### src/rtl/mips_pkg.sv
// Shared MIPS front-end types and constants used by the fetch queue and its FIFO.
`default_nettype none

package mips_pkg;

  localparam int INSTR_W = 32;
  localparam int ADDR_W  = 32;

  localparam logic [INSTR_W-1:0] NOP_INSTR    = 32'h0000_0000;
  localparam logic [ADDR_W-1:0]  DEF_RESET_PC = 32'h0000_0000;

  typedef struct packed {
    logic [ADDR_W-1:0]  pcplus4;
    logic [INSTR_W-1:0] instr;
  } fq_entry_t;

endpackage

`default_nettype wire

### src/rtl/fetch_queue_if.sv
// Fetch queue bus: IF-stage control, instruction memory port and IF/ID head outputs.
`default_nettype none

interface fetch_queue_if
  import mips_pkg::*;
#(
  parameter int DEPTH = 4
);
  localparam int CW = $clog2(DEPTH) + 1;

  logic               stall;
  logic               redirect;
  logic [ADDR_W-1:0]  redirect_pc;
  logic [ADDR_W-1:0]  imem_addr;
  logic [INSTR_W-1:0] imem_rd;
  logic [INSTR_W-1:0] instr_out;
  logic [ADDR_W-1:0]  pcplus4_out;
  logic               valid_out;
  logic [CW-1:0]      count;

  // Queue side
  modport master (
    input  stall, redirect, redirect_pc, imem_rd,
    output imem_addr, instr_out, pcplus4_out, valid_out, count
  );

  // Pipeline / memory side
  modport slave (
    output stall, redirect, redirect_pc, imem_rd,
    input  imem_addr, instr_out, pcplus4_out, valid_out, count
  );

endinterface

`default_nettype wire

### src/rtl/fetch_queue_fifo.sv
// fetch_fifo: circular entry storage with read/write pointers and occupancy count.
`default_nettype none

module fetch_fifo
  import mips_pkg::*;
#(
  parameter int DEPTH = 4
) (
  input  wire logic                     clk_i,
  input  wire logic                     rst_i,
  input  wire logic                     flush_i,
  input  wire logic                     push_i,
  input  wire logic                     pop_i,
  input  wire fq_entry_t                wdata_i,
  output fq_entry_t                     head_o,
  output logic [$clog2(DEPTH):0]        count_o
);

  localparam int PW = $clog2(DEPTH);

  fq_entry_t         mem_q [DEPTH];
  logic [PW-1:0]     rd_ptr_q, rd_ptr_d;
  logic [PW-1:0]     wr_ptr_q, wr_ptr_d;
  logic [PW:0]       count_q,  count_d;

  always_comb begin
    rd_ptr_d = rd_ptr_q;
    wr_ptr_d = wr_ptr_q;
    count_d  = count_q;
    if (flush_i) begin
      rd_ptr_d = '0;
      wr_ptr_d = '0;
      count_d  = '0;
    end else begin
      // Power-of-two depth: pointer overflow is the modulo wrap
      if (push_i) wr_ptr_d = wr_ptr_q + 1'b1;
      if (pop_i)  rd_ptr_d = rd_ptr_q + 1'b1;
      if (push_i && !pop_i)      count_d = count_q + 1'b1;
      else if (!push_i && pop_i) count_d = count_q - 1'b1;
    end
  end

  always_ff @(posedge clk_i) begin
    if (rst_i) begin
      rd_ptr_q <= '0;
      wr_ptr_q <= '0;
      count_q  <= '0;
    end else begin
      rd_ptr_q <= rd_ptr_d;
      wr_ptr_q <= wr_ptr_d;
      count_q  <= count_d;
    end
  end

  always_ff @(posedge clk_i) begin
    if (!rst_i && !flush_i && push_i) mem_q[wr_ptr_q] <= wdata_i;
  end

  assign head_o  = mem_q[rd_ptr_q];
  assign count_o = count_q;

endmodule

`default_nettype wire

### src/rtl/fetch_queue.sv
// fetch_queue: IF-stage prefetch queue with redirect flush.
// Optional macro FETCH_QUEUE_BYPASS_EN presents imem data directly when the queue is empty.
`default_nettype none

module fetch_queue
  import mips_pkg::*;
#(
  parameter int                DEPTH    = 4,
  parameter logic [ADDR_W-1:0] RESET_PC = DEF_RESET_PC
) (
  input  wire logic       clk_i,
  input  wire logic       rst_i,
  fetch_queue_if.master   bus
);

  localparam int CW = $clog2(DEPTH) + 1;

  logic [ADDR_W-1:0] fetch_pc_q, fetch_pc_d;
  logic [ADDR_W-1:0] pc_plus4;
  logic [CW-1:0]     count;
  logic              stored_valid;
  logic              full;
  logic              push;
  logic              pop;
  logic              bypass_take;
  fq_entry_t         head;
  fq_entry_t         wdata;

  assign pc_plus4     = fetch_pc_q + 32'd4;
  assign stored_valid = (count != '0);
  assign full         = (count == CW'(DEPTH));
  assign pop          = stored_valid && !bus.stall && !bus.redirect;

`ifdef FETCH_QUEUE_BYPASS_EN
  // Empty queue: the bypassed instruction is consumed straight from memory
  assign bypass_take = !stored_valid && !bus.redirect && !bus.stall;
`else
  assign bypass_take = 1'b0;
`endif

  assign push  = !bus.redirect && (!full || pop) && !bypass_take;
  assign wdata = '{pcplus4: pc_plus4, instr: bus.imem_rd};

  always_comb begin
    fetch_pc_d = fetch_pc_q;
    if (bus.redirect)              fetch_pc_d = bus.redirect_pc;
    else if (push || bypass_take)  fetch_pc_d = pc_plus4;
  end

  always_ff @(posedge clk_i) begin
    if (rst_i) fetch_pc_q <= RESET_PC;
    else       fetch_pc_q <= fetch_pc_d;
  end

  fetch_fifo #(
    .DEPTH (DEPTH)
  ) u_fifo (
    .clk_i   (clk_i),
    .rst_i   (rst_i),
    .flush_i (bus.redirect),
    .push_i  (push),
    .pop_i   (pop),
    .wdata_i (wdata),
    .head_o  (head),
    .count_o (count)
  );

  always_comb begin
    bus.valid_out   = stored_valid;
    bus.instr_out   = stored_valid ? head.instr   : NOP_INSTR;
    bus.pcplus4_out = stored_valid ? head.pcplus4 : '0;
`ifdef FETCH_QUEUE_BYPASS_EN
    if (!stored_valid && !bus.redirect) begin
      bus.valid_out   = 1'b1;
      bus.instr_out   = bus.imem_rd;
      bus.pcplus4_out = pc_plus4;
    end
`endif
  end

  assign bus.imem_addr = fetch_pc_q;
  assign bus.count     = count;

endmodule

`default_nettype wire

### src/flat_wrapper.sv
// flat-port wrapper written by rule: the top's interface ports become plain ports
module fetch_queue_flat import mips_pkg::*;
#(
  parameter int                DEPTH    = 4,
  parameter logic [ADDR_W-1:0] RESET_PC = DEF_RESET_PC
)
  (clk_i, rst_i, bus_stall, bus_redirect, bus_redirect_pc, bus_imem_rd, bus_imem_addr, bus_instr_out, bus_pcplus4_out, bus_valid_out, bus_count);
  fetch_queue_if #(.DEPTH(DEPTH)) bus_i ();
  input  wire logic clk_i;
  input  wire logic rst_i;
  input wire logic [$bits(bus_i.stall)-1:0] bus_stall;
  input wire logic [$bits(bus_i.redirect)-1:0] bus_redirect;
  input wire logic [$bits(bus_i.redirect_pc)-1:0] bus_redirect_pc;
  input wire logic [$bits(bus_i.imem_rd)-1:0] bus_imem_rd;
  output wire logic [$bits(bus_i.imem_addr)-1:0] bus_imem_addr;
  output wire logic [$bits(bus_i.instr_out)-1:0] bus_instr_out;
  output wire logic [$bits(bus_i.pcplus4_out)-1:0] bus_pcplus4_out;
  output wire logic [$bits(bus_i.valid_out)-1:0] bus_valid_out;
  output wire logic [$bits(bus_i.count)-1:0] bus_count;
  assign bus_i.stall = bus_stall;
  assign bus_i.redirect = bus_redirect;
  assign bus_i.redirect_pc = bus_redirect_pc;
  assign bus_i.imem_rd = bus_imem_rd;
  assign bus_imem_addr = bus_i.imem_addr;
  assign bus_instr_out = bus_i.instr_out;
  assign bus_pcplus4_out = bus_i.pcplus4_out;
  assign bus_valid_out = bus_i.valid_out;
  assign bus_count = bus_i.count;
  fetch_queue #(.DEPTH(DEPTH), .RESET_PC(RESET_PC)) u_core (.clk_i(clk_i), .rst_i(rst_i), .bus(bus_i));
endmodule
### config.mk
export PLATFORM = sky130hd
export DESIGN_NAME = fetch_queue_flat
export DESIGN_NICKNAME = d
export VERILOG_FILES = /design/src/rtl/mips_pkg.sv /design/src/rtl/fetch_queue_if.sv /design/src/rtl/fetch_queue_fifo.sv /design/src/rtl/fetch_queue.sv /design/src/flat_wrapper.sv
export SDC_FILE = /design/constraint.sdc
export NUM_CORES = 1
export LEC_CHECK = 0
export CORE_ASPECT_RATIO = 0.8
export CORE_UTILIZATION = 39
export CTS_CLUSTER_DIAMETER = 40
export CTS_CLUSTER_SIZE = 10
export DETAILED_ROUTE_END_ITERATION = 16
export GPL_ROUTABILITY_DRIVEN = 0
export GPL_TIMING_DRIVEN = 0
export SLEW_MARGIN = 10
export SYNTH_ARGS = -nofsm -noshare
export SYNTH_HDL_FRONTEND = slang
export SYNTH_SLANG_ARGS = --single-unit
### constraint.sdc
create_clock -name clk_i -period 3.9 [get_ports clk_i]
set_input_delay 0.78 -clock clk_i [delete_from_list [all_inputs] [get_ports clk_i]]
set_output_delay 0.78 -clock clk_i [all_outputs]
set_load 0.1 [all_outputs]
Word level (Yosys, flattened, before mapping)
Memory sizes are Yosys's and may differ from the RTL's. A register that Yosys moved wholly into a read port is not among the register bits.
Index checks and enable logic that the tools add are counted.
W data, S select, Z words.
Word-level totals
  input bits: 68
  bits in writable memories: 256
  output and inout bits: 100
  register bits after elaboration: 39
  bits in read-only memories: 0
  memories kept: 1
  bits in latches: 0
Operators by class
  bitwise gates (word level): 0
  div/mod/pow operators: 0
  add/subtract/negate cells: 5
  $lt $le $gt $ge: 0
  shift operators: 0
  multiplexer cells: 10
  eq/ne operators: 1
  reduce and logical (&&, ||, !) cells: 18
  multiply operators: 0
Memories
  u_core.u_fifo.mem_q: words 4, bits a word 64, rd ports 1, clocked after Yosys merged registers in 1, write ports 1, RTL line fetch_queue_fifo.sv:21  | fq_entry_t mem_q [DEPTH];
Operators with widths (count)
  $mux W32: 4
  $add A32 B3 Y32 const B: 1
  $logic_and A1 B1 Y1: 7
  $logic_not A1 Y1: 6
  $mux W3: 2
  $add A2 B1 Y2 const B: 2
  $mux W2: 2
  $reduce_bool A2 Y1: 2
  $add A3 B1 Y3 const B: 1
  $eq A3 B3 Y1 const B: 1
  $reduce_bool A3 Y1: 1
  $sub A3 B1 Y3 const B: 1
  $mux W1: 2
  $reduce_or A2 Y1: 1
  $logic_or A1 B1 Y1: 1

Longest topological paths before layout
  word-level depth: 9
  depth in mapped cells: 10
  depth with buffers taken out: 8

Modules after synthesis
A second synthesis with hierarchy kept.
Unflattened totals
  cells, all modules: 749
  area, all modules: 12473.2 um^2
By module, submodules not included
  fetch_fifo: times used 1, cells an instance 378, area each 9736.8 um^2, seq. area each 7867.5 um^2
  fetch_queue: times used 1, cells an instance 371, area each 2736.4 um^2, seq. area each 640.6 um^2

Worst setup path before layout
OpenSTA, ideal clock, no wires.
  path type: reg2reg
  start point: reg u_core.u_fifo.count_q[0] (netlist: u_core.u_fifo.count_o[0])
  end point: mem u_core.u_fifo.mem_q[2][0] in the netlist's numbering, enable pin
  stages on the path, launching flop included: 5
  data required time: 3471 ps
  period minus slack after synthesis: 3978 ps
  arrival time: 3550 ps
  path buffers: 1
  path slack: -78 ps
  path through: dfxtp_1 -> and4bb_2 -> nor2_1 -> clkbuf_1 -> and2_1
Between the ends
  word-level cells in the longest chain between the ends: 8
  elaborated cells between the ends (all ways): 10
Ends and longest elaborated chain
  start, declared: RTL line fetch_queue_fifo.sv:24  | logic [PW:0] count_q, count_d;
  start signal, assigned: RTL line fetch_queue_fifo.sv:51  | count_q <= count_d;
  $reduce_bool A3 Y1: RTL line fetch_queue.sv:30  | assign stored_valid = (count != '0);
  $logic_and A1 B1 Y1 (2 in series): RTL line fetch_queue.sv:32  | assign pop = stored_valid && !bus.stall && !bus.redirect;
  $logic_or A1 B1 Y1 *: RTL line fetch_queue.sv:41  | assign push = !bus.redirect && (!full || pop) && !bypass_take;
  $logic_and A1 B1 Y1 *: RTL line fetch_queue.sv:41
  $logic_and A1 B1 Y1 *: RTL line fetch_queue_fifo.sv:56  | if (!rst_i && !flush_i && push_i) mem_q[wr_ptr_q] <= wdata_i;
  $mux W1 *: RTL line fetch_queue_fifo.sv:56
  $mux W1 (implied by the code) *: RTL line fetch_queue_fifo.sv:56
  end, declared: RTL line fetch_queue_fifo.sv:21
Every way passes the cells marked *; elsewhere a longest branch is shown, timed or not.

Final worst setup path
  start point: in rst_i
  end point: mem u_core.u_fifo.mem_q[0][19] in the netlist's numbering, enable pin
Between the ends
  word-level cells in the longest chain between the ends: 5
Ends and longest elaborated chain
  start, declared: RTL line flat_wrapper.sv:10  | input wire logic rst_i;
  $logic_not A1 Y1: RTL line fetch_queue_fifo.sv:56
  $logic_and A1 B1 Y1 (2 in series): RTL line fetch_queue_fifo.sv:56
  $mux W1: RTL line fetch_queue_fifo.sv:56
  $mux W1 (implied by the code): RTL line fetch_queue_fifo.sv:56
No other way between the ends.

==> run summary <==
Setup repair after global routing left no endpoint under its margin. The relative slew slack was 12.70%. Cells fill 51.72% of the core in the end. The master cell of the clock root buffer was sky130_fd_sc_hd__clkbuf_16. Detailed placement finished with a half-perimeter wire length of 20.41 mm. Measured along the x axis, the die boundary spans 202.5 um.

Maximum clock path buffer count: 3. For this run the aggregate overflow at the end of global routing stands at 0. The logs give 168 for the top-level port count and 5.404 nW for the total leakage power.

The tools report the number of endpoints failing setup at the final stage as 0. The chip height is 162.4 um, and the fraction of layout cells with a size suffix above 1 is 22.23%. The total of buffers placed on input and output ports was 164; the placed cell count was 1370. The run gives 14.21 ps as the worst clock skew. The number of cells on the worst reg-to-reg path is 5. The synthesized netlist contains 53 unique library cells. The internal portion of total power is 0.006425 W, and the placeable core region is 0.03157 mm2. The number of search-and-repair iterations in the first detailed-routing pass is 7. The flow ran to the end, and the final reports show no timing, DRC or antenna violations. After clock tree synthesis, the clock-pin slew on the worst setup and hold paths is 50 ps. Most used flip-flop cell after synthesis: sky130_fd_sc_hd__edfxtp_1.

The die footprint is 0.03288 mm2. TritonCTS built the clock tree. Synthesis produced a netlist with a net count of 857. Class of the worst hold path: reg -> reg.

The shortest period the worst path allows came out at 3556 ps. Data arrives at the worst endpoint at 3760 ps. Global routing used 19.43% of the available tracks. The power density over the cells was 539.0 mW/mm2.

In the synthesized netlist, the cells that appear most often are sky130_fd_sc_hd__edfxtp_1 (256), sky130_fd_sc_hd__and2_1 (72), sky130_fd_sc_hd__mux4_2 (64). The switching share of power is 27.00%. The average size of a mapped cell was 16.04 um2.

In the final routed layout, each cell accounts on average for 21.61 um. sky130_fd_sc_hd__edfxtp_1 takes more of the synthesized area than any other cell. The final number of max-transition violations came out at 0. The initial antenna violation count is 1. The logs give 47.60 mm for the global-route wire length before repair and 530 ps for the insertion delay to the later sink of the worst-skew pair.

After synthesis the netlist holds a flip-flop and latch count of 297. The number of hold buffers added after CTS was 0. The run gives 0.003745 mm2 as the footprint of the multi-input gates. The post-route standard cell area excluding fillers came out at 0.01633 mm2. Sorting the synthesized cells by area gives the leading types as sky130_fd_sc_hd__edfxtp_1 (61%), sky130_fd_sc_hd__mux4_2 (11%), sky130_fd_sc_hd__dfxtp_1 (6.5%). The logs give 0 ps for the setup total negative slack and 297 for the number of sinks on the clock net. The area added between synthesis and finish is 30.20%. The worst setup path is launched from a primary input. The count of fill cells added during filler insertion was 2638; the combinational share of power was 14.7%. The post-placement cell area is 0.01481 mm2, and the number of buffers added by the clock tree synthesis step is 42. The tools report the net count of the finished layout as 1067. The share of the synthesized area in the top cell type was 61.30%; the sequential standard cell area was 0.008509 mm2. The logs give 7720 for the routed via count and 0 for the hold violation count in the final report. The Yosys step of the flow raised 0 warnings. Wires add up to 31.17 mm. CTS built an H-tree with a depth of 2. The final critical path takes up 91.17% of the cycle. Dividing the detail-routed via count by the number of cells gives 5.354. Across the run, the number of max-cap violations was 0. The run gives 281.3 MHz as the highest clock frequency the design can meet. STA classifies the critical path endpoint as a register.

The number of cells on the worst hold path came out at 2. The tools report the initial cell density of the core as 39.73%. The cell row count came out at 58.

The count of flip-flops with a built-in enable after synthesis came out at 256. By instance count, the leading cell after synthesis is sky130_fd_sc_hd__edfxtp_1. Of all flip-flops after synthesis, the portion carrying an async set or reset was 0%.

The number of instances in the synthesized netlist is 782. For this run, design rule violations remaining after detail routing come to 0. For the count of antenna-violating nets left after detailed routing, the log shows 0.

Data on the critical path is required at its endpoint by 4100 ps. The clock network burns 44.3% of the power. On the final layout, the worst hold slack is 507.1 ps. The tools report the cell area after technology mapping as 0.01254 mm2. Summed over all nets, the switching power comes to 0.002376 W.

The worst-case IR drop observed on VDD is 355.6 uV. For the pin with the worst max-slew slack, the measured transition is 1298 ps. The critical path is of the in -> reg type. For this run, the register share of the synthesized area comes to 67.84%.

For this block, the initial DRC count from the detailed router was 652. Pin count of the biggest net entering global routing: 44. The portion of total power attributed to sequential cells came out at 41.0%. In this run the worst path has a maximum fanout of 33. For the final instance count without filler cells, the log shows 1442.

The via count of the first global-routing pass came out at 7695.
[repair_timing]
action | in CTS | in global routing
setup buffers | 0 | 0
endpoints found under the setup margin | 64 | 26
pin swaps | 0 | 0
resized for setup | 188 | 6
[power by group through the flow]
stage	registers, W	clock network [W]	logic (W)
after floorplan	0.00382	0	0.000771
after global placement	0.00367	0	0.00131
after detailed placement	0.00367	0	0.00133
after CTS	0.00361	0.00397	0.00131
after global routing	0.00362	0.00411	0.00135
final	0.00361	0.00390	0.00130
[stage by stage]
stage / setup WS, ps / total power (W)
4_1_cts: 14.41 / 0.008883
3_5_place_dp: -158.4 / 0.004995
3_3_place_gp: -827.9 / 0.004984
5_1_grt: 170.3 / 0.009078
2_1_floorplan: 448.2 / 0.004593
6_report: 344.5 / 0.008800
[logic make-up after synthesis]
logic type      synth area share (%)
fa+ha+maj                     0.7582
buf+inv                        2.375
mux                            11.73
simple gates                   10.33
flops                          67.84
compound gates                 4.101
xor+xnor                       2.863
[layout make-up]
cell class | instances | share of cell area, %
multi-input combinational | 415 | 22.93
clock buffer | 57 | 7.356
tap | 420 | 3.218
sequential | 297 | 52.11
inverter | 17 | 0.3908
clock inverter | 16 | 1.464
timing repair buffer | 168 | 11.07
antenna | 1 | 0.01533
buffer | 51 | 1.441
[critical path, stage by stage]
cell and delay [ps]:
sky130_fd_sc_hd__clkbuf_1 240, sky130_fd_sc_hd__or2_2 350, sky130_fd_sc_hd__clkbuf_1 240, sky130_fd_sc_hd__nor2_1 580, sky130_fd_sc_hd__clkbuf_1 570, sky130_fd_sc_hd__and2_4 650, sky130_fd_sc_hd__buf_12 310
[state kept, by name, summed over array words and instances (netlist names), named ones only]
name and cells:
u_core.bus.imem_addr 32, u_core.u_fifo.count_o 3, u_core.u_fifo.mem_q 256, u_core.u_fifo.rd_ptr_q 2, u_core.u_fifo.wr_ptr_q 2
[final timing paths]
check | startpoint | to | slack [ps]
setup reg to reg | u_core.u_fifo.count_o[0] | u_core.u_fifo.mem_q[0][19] | 630
hold / removal | u_core.u_fifo.wr_ptr_q[1] | u_core.u_fifo.wr_ptr_q[1] | 510
hold reg to reg | u_core.u_fifo.wr_ptr_q[1] | u_core.u_fifo.wr_ptr_q[1] | 510
setup / recovery | rst_i | u_core.u_fifo.mem_q[0][19] | 340
[routing by layer]
metal,vias to the layer above,track usage [%],part of all wire (%)
met5,-,0,0
met4,0,5.366,1.9
met3,43,4.762,7.2
met2,265,28.41,45
met1,3932,28.81,46
li1,3480,-,-
[placed cells by master, fill, tap and decap left out, types with 8 or more instances in the layout]
master	Yosys	final
sky130_fd_sc_hd__nor4_1	9	9
sky130_fd_sc_hd__and2_1	72	68
sky130_fd_sc_hd__clkbuf_16	0	45
sky130_fd_sc_hd__clkdlybuf4s15_2	0	60
sky130_fd_sc_hd__dfxtp_1	41	40
sky130_fd_sc_hd__clkdlybuf4s50_1	0	100
sky130_fd_sc_hd__a21oi_1	11	11
sky130_fd_sc_hd__xor2_1	18	18
sky130_fd_sc_hd__nand4_1	13	13
sky130_fd_sc_hd__inv_1	16	16
sky130_fd_sc_hd__nor2_1	39	39
sky130_fd_sc_hd__nand3_1	16	16
sky130_fd_sc_hd__clkbuf_1	35	35
sky130_fd_sc_hd__buf_2	12	12
sky130_fd_sc_hd__edfxtp_1	256	256
sky130_fd_sc_hd__nand2_1	37	37
sky130_fd_sc_hd__clkbuf_2	1	8
sky130_fd_sc_hd__nor3_1	9	9
sky130_fd_sc_hd__a211oi_1	12	12
sky130_fd_sc_hd__mux4_2	64	64
sky130_fd_sc_hd__xnor2_1	23	23
Note: power is estimated with default switching activity, not from simulation.
